===== src/rtl/fan161_arb_pkg.sv =====
// Shared sizes and state type for the fan161 arbitrated fan-in.
// REG_WIDTH normally comes from the shared defines file; 8 is the fallback.
`ifndef REG_WIDTH
`define REG_WIDTH 8
`endif

package fan_pkg;
  localparam int unsigned NUM_FAN_PORTS = 16;
  localparam int unsigned FAN_SEL_W     = 4;

  typedef enum logic [1:0] {
    IDLE,
    BUSY,
    TURN
  } fan_state_t;
endpackage


===== src/rtl/fan161_arb_pick16.sv =====
// Rotating first-set search over 16 requests, starting at index start.
module fan_pick16
  import fan_pkg::*;
(
  input  logic [NUM_FAN_PORTS-1:0] req,
  input  logic [FAN_SEL_W-1:0]     start,
  output logic [FAN_SEL_W-1:0]     winner,
  output logic                     found
);

  logic [FAN_SEL_W-1:0] idx;

  // Scan from the farthest offset back to the nearest so the closest hit wins.
  always_comb begin
    winner = '0;
    found  = 1'b0;
    idx    = '0;
    for (int unsigned i = NUM_FAN_PORTS; i > 0; i--) begin
      idx = start + FAN_SEL_W'(i - 1);
      if (req[idx]) begin
        winner = idx;
        found  = 1'b1;
      end
    end
  end

endmodule


===== src/rtl/fan161_arb.sv =====
// Sixteen-to-one arbitrated fan-in with hold-time preemption.
// Define FAN161_RR_EN for round-robin; otherwise fixed lowest-index priority.
`ifndef REG_WIDTH
`define REG_WIDTH 8
`endif

module fan161_arb
  import fan_pkg::*;
#(
  parameter int unsigned SIGNAL_WIDTH = `REG_WIDTH,
  parameter int unsigned MAX_HOLD     = 16
) (
  input  logic                     clk,
  input  logic                     reset,
  input  logic [15:0]              req,
  input  logic [SIGNAL_WIDTH-1:0]  in0,
  input  logic [SIGNAL_WIDTH-1:0]  in1,
  input  logic [SIGNAL_WIDTH-1:0]  in2,
  input  logic [SIGNAL_WIDTH-1:0]  in3,
  input  logic [SIGNAL_WIDTH-1:0]  in4,
  input  logic [SIGNAL_WIDTH-1:0]  in5,
  input  logic [SIGNAL_WIDTH-1:0]  in6,
  input  logic [SIGNAL_WIDTH-1:0]  in7,
  input  logic [SIGNAL_WIDTH-1:0]  in8,
  input  logic [SIGNAL_WIDTH-1:0]  in9,
  input  logic [SIGNAL_WIDTH-1:0]  in10,
  input  logic [SIGNAL_WIDTH-1:0]  in11,
  input  logic [SIGNAL_WIDTH-1:0]  in12,
  input  logic [SIGNAL_WIDTH-1:0]  in13,
  input  logic [SIGNAL_WIDTH-1:0]  in14,
  input  logic [SIGNAL_WIDTH-1:0]  in15,
  output logic [15:0]              gnt,
  output logic [3:0]               selector,
  output logic [SIGNAL_WIDTH-1:0]  out,
  output logic                     valid
);

  localparam int unsigned         HOLD_W   = $clog2(MAX_HOLD);
  localparam logic [HOLD_W-1:0]   HOLD_MAX = HOLD_W'(MAX_HOLD - 1);

  fan_state_t                     state_q, state_d;
  logic [HOLD_W-1:0]              hold_q, hold_d;
  logic [NUM_FAN_PORTS-1:0]       gnt_d;
  logic [FAN_SEL_W-1:0]           sel_d;
  logic [SIGNAL_WIDTH-1:0]        out_d;
  logic                           valid_d;
  logic [SIGNAL_WIDTH-1:0]        din [NUM_FAN_PORTS];
  logic [FAN_SEL_W-1:0]           start;
  logic [FAN_SEL_W-1:0]           winner;
  logic                           found;
  logic                           owner_req;
  logic                           others_req;
  logic                           preempt;

  assign din = '{in0, in1, in2, in3, in4, in5, in6, in7,
                 in8, in9, in10, in11, in12, in13, in14, in15};

`ifdef FAN161_RR_EN
  logic [FAN_SEL_W-1:0] ptr_q, ptr_d;
  assign start = ptr_q;
`else
  assign start = '0;
`endif

  fan_pick16 u_pick (
    .req    (req),
    .start  (start),
    .winner (winner),
    .found  (found)
  );

  assign owner_req  = req[selector];
  assign others_req = |(req & ~(NUM_FAN_PORTS'(1) << selector));
  assign preempt    = (hold_q == HOLD_MAX) && others_req;

  always_comb begin
    state_d = state_q;
    hold_d  = hold_q;
    gnt_d   = gnt;
    sel_d   = selector;
    out_d   = out;
    valid_d = valid;
`ifdef FAN161_RR_EN
    ptr_d   = ptr_q;
`endif
    unique case (state_q)
      IDLE, TURN: begin
        valid_d = 1'b0;
        if (found) begin
          state_d = BUSY;
          gnt_d   = NUM_FAN_PORTS'(1) << winner;
          sel_d   = winner;
          hold_d  = '0;
        end else begin
          state_d = IDLE;
        end
      end
      BUSY: begin
        // Preemption is a release; out is only loaded when valid will be set.
        if (!owner_req || preempt) begin
          state_d = TURN;
          gnt_d   = '0;
          valid_d = 1'b0;
`ifdef FAN161_RR_EN
          ptr_d   = selector + 1'b1;
`endif
        end else begin
          out_d   = din[selector];
          valid_d = 1'b1;
          if (hold_q != HOLD_MAX) hold_d = hold_q + 1'b1;
        end
      end
      default: state_d = IDLE;
    endcase
  end

  always_ff @(posedge clk) begin
    if (reset) begin
      state_q  <= IDLE;
      hold_q   <= '0;
      gnt      <= '0;
      selector <= '0;
      out      <= '0;
      valid    <= 1'b0;
`ifdef FAN161_RR_EN
      ptr_q    <= '0;
`endif
    end else begin
      state_q  <= state_d;
      hold_q   <= hold_d;
      gnt      <= gnt_d;
      selector <= sel_d;
      out      <= out_d;
      valid    <= valid_d;
`ifdef FAN161_RR_EN
      ptr_q    <= ptr_d;
`endif
    end
  end

endmodule


===== config.mk =====
export PLATFORM = sky130hd
export DESIGN_NAME = fan161_arb
export DESIGN_NICKNAME = d
export VERILOG_FILES = /design/src/rtl/fan161_arb_pkg.sv /design/src/rtl/fan161_arb_pick16.sv /design/src/rtl/fan161_arb.sv
export SDC_FILE = /design/constraint.sdc
export NUM_CORES = 1
export LEC_CHECK = 0
export ABC_AREA = 1
export CORE_ASPECT_RATIO = 1.75
export CORE_MARGIN = 4
export CORE_UTILIZATION = 34
export DETAILED_ROUTE_END_ITERATION = 10
export PLACE_DENSITY = 0.86
export SKIP_CTS_REPAIR_TIMING = 1
export SLEW_MARGIN = 20
export SYNTH_ARGS = -nofsm -noshare
export SYNTH_HDL_FRONTEND = slang
export SYNTH_SLANG_ARGS = --single-unit

===== constraint.sdc =====
create_clock -name clk -period 1.7 [get_ports clk]
set_input_delay 0.17 -clock clk [delete_from_list [all_inputs] [get_ports clk]]
set_output_delay 0.17 -clock clk [all_outputs]
set_load 0.05 [all_outputs]

==> impl_metrics.yaml <==
status:
  status: "finished, violations left"
  violations: "setup timing"
timing:
  max_slew_margin_pct: 56.2
  fin_crit_sh_pct: 110
  period_minus_slack_ps: 1870
  finalSetupViolations: 30
  hold-worst-slack_ps: 483
  tightest_slew_ps: 654
  max_freq_ghz: 0.536
  worst_slack_ps: -167
  fin_skew_ps: 3.59
  finalMaxSlewViolations: 0
  rsz0062_at_grt: "true"
  final-hold-violation-count: 0
setup_path:
  startpoint: "selector[1]$_SDFFE_PP0P_"
  critPathKind: "register to register"
  timing.rr.start: "selector[1]$_SDFFE_PP0P_"
  worst_setup_path_start_kind: "register"
  crit_top_cell: "nand2_1"
  cp.required_ps: 1920
  path_max_fanout: 32
  slowest_stage: "dfxtp_4"
  slowest_delay_ps: 390
  ff2ff_path_depth: 8
  crit_path_cell_trace: "nor2_2, buf_4, nand2_1, nand4_1, nor2_1, o31ai_1, nand2_1, a21oi_1"
  cp-end-kind: "register"
  crit_arrival_ps: 2080
final_layout:
  utilization_pct: 65.0
  diodes: 0
  final_nets: 814
  final_cells: 758
  drive_gt1_share_pct: 20.4
  nFillCells: 697
  syn2layout_area_growth_pct: 84.4
  final_area_um2: 5210
drt:
  wl_mm: 13.0
  drt_pass1_iterations: 5
  vias_per_cell: 5.60
  via_count: 4242
  wire_per_inst_um: 17.2
  drc: 0
  drtIter0Drc: 301
  drtAntennaViolNets: 0
yosys:
  ys_ff_latch: 35
  synth_fp_nets: 606
  ys_warn_count: 0
  synth-edff-count: 0
  ys_top_cells_by_area: "dfxtp_1 25%, nand2_1 14%, a22oi_1 13%"
  yosysSeqAreaShare_pct: 24.8
  yosysUniqueCellTypes: 35
  synth_top_area_share_pct: 24.8
  synth_ff_type: "dfxtp_1"
  synthCells: 459
  async_reset_ff_share_pct: 0
  netlist_area_um2: 2830
  synth.avg_cell_area_um2: 6.16
  synth_top_cell_by_area: "dfxtp_1"
grt:
  grt_pass1_vias: 4113
  grt.overflow.total: 0
  grt_max_degree: 33
  grt_antenna_before_repair: 0
  grt_pass1_wl_mm: 20.4
  track_usage_pct: 25.3
floorplan:
  start_util_pct: 35.3
  die_w_um: 76.9
  die_area_um2: 9900
  coreArea_um2: 8020
  row_count: 43
  io_pins: 175
  die_h_um: 129
cts:
  cts_tree: "built"
  cts_sinks: 35
  h-tree-depth: 2
  cts_buffer_depth: 2
  root_buffer: "clkbuf_16"
  clock_latency_ps: 280
  cts_buffers: 5
  clk_pin_slew_worst_paths_ps: 60
power:
  vdd_ir_drop_max_mv: 0.764
  leakage_nw: 2.13
  powerDensity_nw_per_um2: 612
placed_design:
  portBuffers: 174
  placed_cell_area_um2: 4910
  hpwl_mm: 10.3
  dp.cells: 746
  gp_congestion: 0.883
run:
  max_cap_viol_count: 0
worst_hold_path:
  hold_path.class: "register to register"
  hp-start: "out[1]$_SDFFE_PP0P_"
  min_path_cells: 2
[layer usage]
layer / track usage [%] / wire length (um)
met1: 29.0 / 4990
met2: 45.8 / 6650
met3: 5.32 / 1010
met4: 9.07 / 370
met5: 0 / 0
[kinds of logic after synthesis]
kind of cell / after synthesis / share of synthesized area, %
buffers and inverters: 66 / 9.51
DFF: 35 / 24.8
AOI/OAI and AO/OA: 121 / 27.5
adders and majority gates: 1 / 0.442
and+or+nand+nor: 236 / 37.7
[synth_stat cells, drive strengths merged, types with 2 or more instances]
cell,instances
nor3,2
inv,38
nand3,50
a22oi,48
nand4,25
buf,15
nor2,50
o21ai,28
dfxtp,35
a21oi,28
o211ai,3
a31oi,5
o22ai,3
clkbuf,12
nand2,108
a32o,3
[where the power goes]
part,leakage (nW),internal (mW),switching [mW]
clock network,0.0658,0.539,0.351
registers,0.288,0.869,0.0518
logic,1.78,0.673,0.708
total,2.13,2.08,1.11
[stage by stage]
stage                     setup WS (ps)  TNS (ps)  power, mW
final                              -167     -2860       3.19
after global routing               -322     -7910       3.35
after CTS                          -193     -3400       3.13
after detailed placement           -355     -9660       2.24
after global placement             -280     -7990       2.21
after floorplan                    -115     -2500       1.60
[placed cells by master (no fill, tap or decap), types with 2 or more instances in the layout]
cell type          n
o21ai_2            4
inv_4              3
nand3_1           45
o21ai_1            8
inv_1             32
nand2_1           94
nor2_1            45
dfxtp_4            4
a21oi_1           24
clkinvlp_4         4
nand2_4            2
a21oi_2            4
o211ai_1           3
dfxtp_1           31
clkbuf_16          5
clkdlybuf4s50_1  145
a22oi_1           48
o22ai_1            3
o21ai_0           15
inv_2              2
buf_6              6
nand4_1           25
a31oi_1            5
nor2_2             3
buf_4             75
a32o_1             3
nand2_2           11
nand3_2            4
[critical path: cells and delay by family, from the launching register on]
family | cells | cell delay [ps]
and+or+nand+nor | 5 | 520
DFF | 1 | 390
AOI/OAI and AO/OA | 2 | 510
buffers and inverters | 1 | 360
[sequential cells by signal (all words and copies together) (netlist names)]
signal    cells
hold_q        4
valid         1
selector      4
gnt          16
state_q       2
out           8
[cell type report]
class	count	area, um^2	share of cell area (%)
timing repair buffer	228	2110	40.6
multi-input combinational	358	1960	37.7
tap	90	113	2.16
clock inverter	3	20.0	0.384
clock buffer	5	125	2.40
sequential	35	716	13.7
inverter	39	161	3.10
[worst paths after layout]
check | to | slack (ps)
worst max-delay path | out[1]$_SDFFE_PP0P_ | -170
worst min-delay path | out[1]$_SDFFE_PP0P_ | 480
worst max register to register | out[1]$_SDFFE_PP0P_ | -170
worst min register to register | out[1]$_SDFFE_PP0P_ | 480
Note: power is estimated with default switching activity, not from simulation.
